<file path="src/rtl/fsk_bit_receiver_if.sv">
// FSK receiver line and result bus: fsk_in toward the receiver, decoded byte and status back.
interface fsk_bit_receiver_if;
    logic       fsk_in;
    logic [7:0] data_out;
    logic       data_valid;
    logic       parity_err;
    logic       carrier_lost;
    logic       busy;

    modport master (output fsk_in, input data_out, data_valid, parity_err, carrier_lost, busy);
    modport slave  (input fsk_in, output data_out, data_valid, parity_err, carrier_lost, busy);
endinterface

</file>
<file path="src/rtl/fsk_bit_receiver.sv">
// FSK bit receiver: counts line transitions per bit window and frames 8 data bits plus parity.
// Optional macro FSK_RX_PARITY_CHECK_EN enables the even-parity check on the 9th bit.
module fsk_bit_receiver #(
    parameter int BIT_CYCLES = 16,
    parameter int ONE_THRESH = 6,
    parameter int MIN_EDGES  = 2
) (
    input  logic             clk,
    input  logic             reset,
    fsk_bit_receiver_if.slave bus
);
    localparam int WW = (BIT_CYCLES > 1) ? $clog2(BIT_CYCLES) : 1;

    typedef enum logic [1:0] {IDLE, COLLECT, DONE} state_t;

    state_t        state;
    logic          prev_in;
    logic [WW-1:0] wcnt;
    logic [4:0]    ecnt;
    logic [3:0]    bidx;
    logic [8:0]    shift;
    logic [7:0]    dout_r;
    logic          dv_r, perr_r, cl_r, busy_r;

    logic          edge_det, wend, bit_nx;
    logic [4:0]    ecnt_nx;
    logic [8:0]    shift_nx;

    assign edge_det = bus.fsk_in ^ prev_in;
    assign wend     = (wcnt == WW'(BIT_CYCLES - 1));
    // Count includes the current cycle's edge so the last window cycle is not lost.
    assign ecnt_nx  = (ecnt == 5'd31) ? 5'd31 : ecnt + {4'd0, edge_det};
    assign bit_nx   = (ecnt_nx >= 5'(ONE_THRESH));
    assign shift_nx = {shift[7:0], bit_nx};

`ifndef FSK_RX_PARITY_CHECK_EN
    logic unused_msb;
    assign unused_msb = shift[8];
`endif

    always_ff @(posedge clk) begin
        if (reset) begin
            state   <= IDLE;
            prev_in <= 1'b0;
            wcnt    <= '0;
            ecnt    <= '0;
            bidx    <= '0;
            shift   <= '0;
            dout_r  <= '0;
            dv_r    <= 1'b0;
            perr_r  <= 1'b0;
            cl_r    <= 1'b0;
            busy_r  <= 1'b0;
        end else begin
            prev_in <= bus.fsk_in;
            dv_r    <= 1'b0;
            cl_r    <= 1'b0;
            case (state)
                IDLE, DONE: begin
                    // The starting edge is window cycle 0 of bit 0.
                    if (edge_det) begin
                        state  <= COLLECT;
                        busy_r <= 1'b1;
                        wcnt   <= WW'(1);
                        ecnt   <= 5'd1;
                        bidx   <= '0;
                        shift  <= '0;
                    end else begin
                        state  <= IDLE;
                    end
                end
                COLLECT: begin
                    if (wend) begin
                        wcnt <= '0;
                        ecnt <= '0;
                        if (ecnt_nx < 5'(MIN_EDGES)) begin
                            state  <= IDLE;
                            busy_r <= 1'b0;
                            cl_r   <= 1'b1;
                            shift  <= '0;
                            bidx   <= '0;
                        end else begin
                            shift <= shift_nx;
                            bidx  <= bidx + 4'd1;
                            if (bidx == 4'd8) begin
                                state  <= DONE;
                                busy_r <= 1'b0;
                                dout_r <= shift_nx[8:1];
                                dv_r   <= 1'b1;
`ifdef FSK_RX_PARITY_CHECK_EN
                                perr_r <= ^shift_nx;
`else
                                perr_r <= 1'b0;
`endif
                            end
                        end
                    end else begin
                        wcnt <= wcnt + 1'b1;
                        ecnt <= ecnt_nx;
                    end
                end
                default: begin
                    state  <= IDLE;
                    busy_r <= 1'b0;
                end
            endcase
        end
    end

    assign bus.data_out     = dout_r;
    assign bus.data_valid   = dv_r;
    assign bus.parity_err   = perr_r;
    assign bus.carrier_lost = cl_r;
    assign bus.busy         = busy_r;
endmodule

</file>
<file path="src/flat_wrapper.sv">
// flat-port wrapper written by rule: the top's interface ports become plain ports
module fsk_bit_receiver_flat 
#(
    parameter int BIT_CYCLES = 16,
    parameter int ONE_THRESH = 6,
    parameter int MIN_EDGES  = 2
)
  (clk, reset, bus_fsk_in, bus_data_out, bus_data_valid, bus_parity_err, bus_carrier_lost, bus_busy);
  fsk_bit_receiver_if bus_i ();
  input  logic clk;
  input  logic reset;
  input wire logic [$bits(bus_i.fsk_in)-1:0] bus_fsk_in;
  output wire logic [$bits(bus_i.data_out)-1:0] bus_data_out;
  output wire logic [$bits(bus_i.data_valid)-1:0] bus_data_valid;
  output wire logic [$bits(bus_i.parity_err)-1:0] bus_parity_err;
  output wire logic [$bits(bus_i.carrier_lost)-1:0] bus_carrier_lost;
  output wire logic [$bits(bus_i.busy)-1:0] bus_busy;
  assign bus_i.fsk_in = bus_fsk_in;
  assign bus_data_out = bus_i.data_out;
  assign bus_data_valid = bus_i.data_valid;
  assign bus_parity_err = bus_i.parity_err;
  assign bus_carrier_lost = bus_i.carrier_lost;
  assign bus_busy = bus_i.busy;
  fsk_bit_receiver #(.BIT_CYCLES(BIT_CYCLES), .ONE_THRESH(ONE_THRESH), .MIN_EDGES(MIN_EDGES)) u_core (.clk(clk), .reset(reset), .bus(bus_i));
endmodule
</file>
<file path="config.mk">
export PLATFORM = sky130hd
export DESIGN_NAME = fsk_bit_receiver_flat
export DESIGN_NICKNAME = d
export VERILOG_FILES = /design/src/rtl/fsk_bit_receiver_if.sv /design/src/rtl/fsk_bit_receiver.sv /design/src/flat_wrapper.sv
export SDC_FILE = /design/constraint.sdc
export NUM_CORES = 1
export LEC_CHECK = 0
export CORE_MARGIN = 2
export CORE_UTILIZATION = 30
export CTS_CLUSTER_DIAMETER = 150
export DETAILED_ROUTE_END_ITERATION = 16
export DONT_BUFFER_PORTS = 1
export GPL_ROUTABILITY_DRIVEN = 0
export PLACE_DENSITY = 0.55
export SLEW_MARGIN = 20
export SYNTH_ARGS = -nofsm -noshare
export SYNTH_HDL_FRONTEND = slang
export SYNTH_SLANG_ARGS = --single-unit
</file>
<file path="constraint.sdc">
create_clock -name clk -period 2.9 [get_ports clk]
set_input_delay 0.435 -clock clk [delete_from_list [all_inputs] [get_ports clk]]
set_output_delay 0.435 -clock clk [all_outputs]
set_load 0.01 [all_outputs]
</file>
==> flow_summary_export.csv <==
group,metric,value,unit
outcome,status,"completed",
synth,ys.warnings.count,0,
synth,synthTopCellsByCount,"dfxtp_1 (35), nand2b_1 (17), nor2_1 (17)",
drt,via_per_inst,4.80,
worst_setup_path,rr_worst_depth,8,
synth,yosysSeqAreaShare,0.424,
synth,number_of_synthesized_flops_with_an_enable_pin,0,
sta,grt_setup_unrepaired,"no",
placement,dpl.hpwl,2250,um
sta,final_setup_violation_count,0,
clocking,cts_buffers,5,
synth,synth_cell_type_count,36,
worst_setup_path,critical_path.startpoint_type,"register",
synth,asyncSetResetFlopFracSynth,0,
worst_setup_path,startpoint,"u_core.prev_in$_SDFF_PP0_",
sta,final_hold_violation_count,0,
clocking,cts_repair_resize_count,0,
floorplanning,io_pins,15,
sta,layout_min_cycle_time,2.47,ns
worst_setup_path,critPathKind,"register to register",
drt,wirelength,3320,um
synth,syn_area_per_cell,8.93,um2
floorplanning,floorplan.die.height,78.2,um
global_route,grt_max_degree,44,
cells_and_area,multi_input_comb_area,876,um2
floorplanning,floorplan.initialDensity,0.306,
drt,detail_route.wl_per_cell,12.7,um
hold_path,worstHoldPathType,"input port to register",
drt,drt-initial-drc-count,87,
sta,maxClockFrequency,405,MHz
drt,drt.antenna.violating_nets,0,
sta,fin_worst_skew,0.00807,ns
worst_setup_path,crit_arrival,2.68,ns
power_and_ir_drop,power.density_cell_area,539,nW/um2
power_and_ir_drop,worst_ir_drop_vdd,0.276,mV
sta,final_hold_slack,0.213,ns
synth,netlist_top_cells_area,"dfxtp_1 (42%), nand2b_1 (6.4%), a21oi_1 (4.8%)",
synth,synth_area_leader_cell,"dfxtp_1",
sta,finalSetupTns,0,ns
worst_setup_path,critPathCaptureType,"register",
floorplanning,die_w,78.2,um
synth,synthesis.nets,193,
cells_and_area,synthToLayoutAreaGrowth,11.0,%
worst_setup_path,worstSetupEndpoint,"u_core.bus.data_out[5]$_SDFFE_PP0P_",
worst_setup_path,path_max_fanout,10,
placement,buffer_ports.inserted,0,
worst_setup_path,r2r-start,"u_core.prev_in$_SDFF_PP0_",
power_and_ir_drop,power.sequential.fraction,0.509,
clocking,clock_latency_on_the_worst_skew_pair,0.28,ns
sta,fin_crit_sh,0.852,
placement,pre_cts_slack,0.272,ns
drt,drt_first_pass_iters,4,
clocking,tritoncts,"built",
synth,synth_seq_cells,35,
worst_setup_path,cp_data_required_time,3.11,ns
worst_setup_path,r2r_setup_slack,0.43,ns
clocking,cts_hold_buf,0,
clocking,number_of_levels_in_the_clock_h_tree,2,
power_and_ir_drop,netSwitchingPower,241,uW
cells_and_area,fillers,568,
power_and_ir_drop,switching_share,0.244,
drt,drc,0,
synth,netlist.area_leader.share,0.424,
floorplanning,design.die.area,6120,um2
flow_run,maxCapViolations,0,
cells_and_area,num_antenna_cells,0,
cells_and_area,register_area,701,um2
floorplanning,core_area,5410,um2
cells_and_area,drive_above_1_share,0.111,
clocking,cts_num_sinks,35,
synth,synth_cells,185,
clocking,cts.path.max_buffers,2,
sta,final_worst_slack,0.431,ns
sta,max_slew.worst_pin.slew,0.888,ns
global_route,grt_pass1_vias,1200,
clocking,post_cts.repair.setup_buffers,0,
worst_setup_path,rr_endpoint,"u_core.bus.data_out[5]$_SDFFE_PP0P_",
global_route,overflow,0,
sta,maxSlewViolCount,0,
global_route,global_route_usage_sum,0.121,
power_and_ir_drop,p_comb_frac,0.101,
global_route,grt_first_pass_wirelength,5870,um
drt,routed-via-count,1252,
floorplanning,floorplan.rows,27,
clocking,path_clk_slew,0.07,ns
synth,ys_flop_type,"dfxtp_1",
synth,mappedNetlistArea,1650,um2
power_and_ir_drop,internal-power,747,uW
global_route,grt_antenna_before_repair,0,
power_and_ir_drop,power.static_leakage,0.000621,uW
cells_and_area,nets,196,
clocking,cts_root_buf,"clkbuf_8",
power_and_ir_drop,clockPowerShare,0.390,
sta,maxSlewHeadroom,0.406,
synth,synthMostInstantiatedCell,"dfxtp_1",
worst max-delay path: stages, from the launching register on:
cell	delay (ns)
dfxtp_1	0.31
xor2_1	0.17
ha_1	0.22
ha_1	0.40
or3_4	0.17
o31ai_4	0.08
nand3_4	0.07
nor3b_2	0.72
mux2i_1	0.25
layer usage:
layer	wire, um	part of all wire	track usage
met2	1490	0.45	0.186
met5	0	0	0
met4	45	0.014	0.0526
met3	122	0.037	0.0368
met1	1660	0.50	0.156
how the worst min path moves through the flow:
stage                                                   to  slack, ns                    startpoint  cells after the start
after global placement        u_core.shift[7]$_SDFFE_PP0P_       0.44  u_core.shift[7]$_SDFFE_PP0P_                      2
after detailed placement      u_core.shift[7]$_SDFFE_PP0P_       0.44  u_core.shift[7]$_SDFFE_PP0P_                      2
after floorplan               u_core.shift[7]$_SDFFE_PP0P_       0.43  u_core.shift[7]$_SDFFE_PP0P_                      2
after global routing          u_core.shift[0]$_SDFFE_PP0P_       0.20                         reset                      1
final                     u_core.bus.data_valid$_SDFF_PP0_       0.21                         reset                      1
after CTS                 u_core.bus.data_valid$_SDFF_PP0_       0.20                         reset                      1
cells by family (layout without fill, tap and decap cells):
family          Yosys count  count (layout)  share of synthesized area
fa+ha+maj                 5               5                     0.0379
flops                    35              35                      0.424
other cells               1               1                    0.00227
buf+inv                  15              19                     0.0462
compound gates           40              40                      0.168
mux                       8               8                     0.0485
simple gates             78              78                      0.257
xor+xnor                  3               3                     0.0159
metrics by stage:
step / std cells / total power (uW) / instance area (um2) / util
after global placement: 253 / 615 / 1730 / 0.321
after detailed placement: 253 / 615 / 1730 / 0.321
after global routing: 261 / 1040 / 1830 / 0.339
final: 261 / 988 / 1830 / 0.339
after floorplan: 185 / 594 / 1650 / -
after CTS: 261 / 1000 / 1830 / 0.339
power groups by stage:
stage	logic (uW)	registers, uW	clock network (uW)
2_1_floorplan	82.6	511	0
3_3_place_gp	101	514	0
3_5_place_dp	101	514	0
4_1_cts	101	503	399
5_1_grt	113	506	421
6_report	100	503	385
registers in the layout, summed over array words and instances (netlist names):
name and count:
u_core.bus.data_out 8, u_core.shift 8, u_core.ecnt 5, u_core.bidx 4, u_core.wcnt 4, u_core.state 2, u_core.bus.busy 1, u_core.bus.carrier_lost 1
u_core.bus.data_valid 1, u_core.prev_in 1
placed cells by master, fill, tap and decap left out, types with 4 or more instances in the layout:
| cell | count |
|---|---|
| a21oi_1 | 16 |
| a32oi_1 | 6 |
| buf_4 | 7 |
| clkbuf_8 | 7 |
| dfxtp_1 | 35 |
| ha_1 | 5 |
| inv_1 | 4 |
| mux2i_1 | 8 |
| nand2_1 | 12 |
| nand2b_1 | 17 |
| nand3_1 | 9 |
| nor2_1 | 17 |
| nor2b_1 | 6 |
| nor3_1 | 4 |
| o21ai_0 | 4 |
layout make-up:
cell class,count,area share
tap,72,0.0491
multi-input combinational,135,0.477
inverter,4,0.00819
clock buffer,8,0.0546
sequential,35,0.382
timing repair buffer,7,0.0286
No activity file was read; power rests on OpenSTA's default activity.
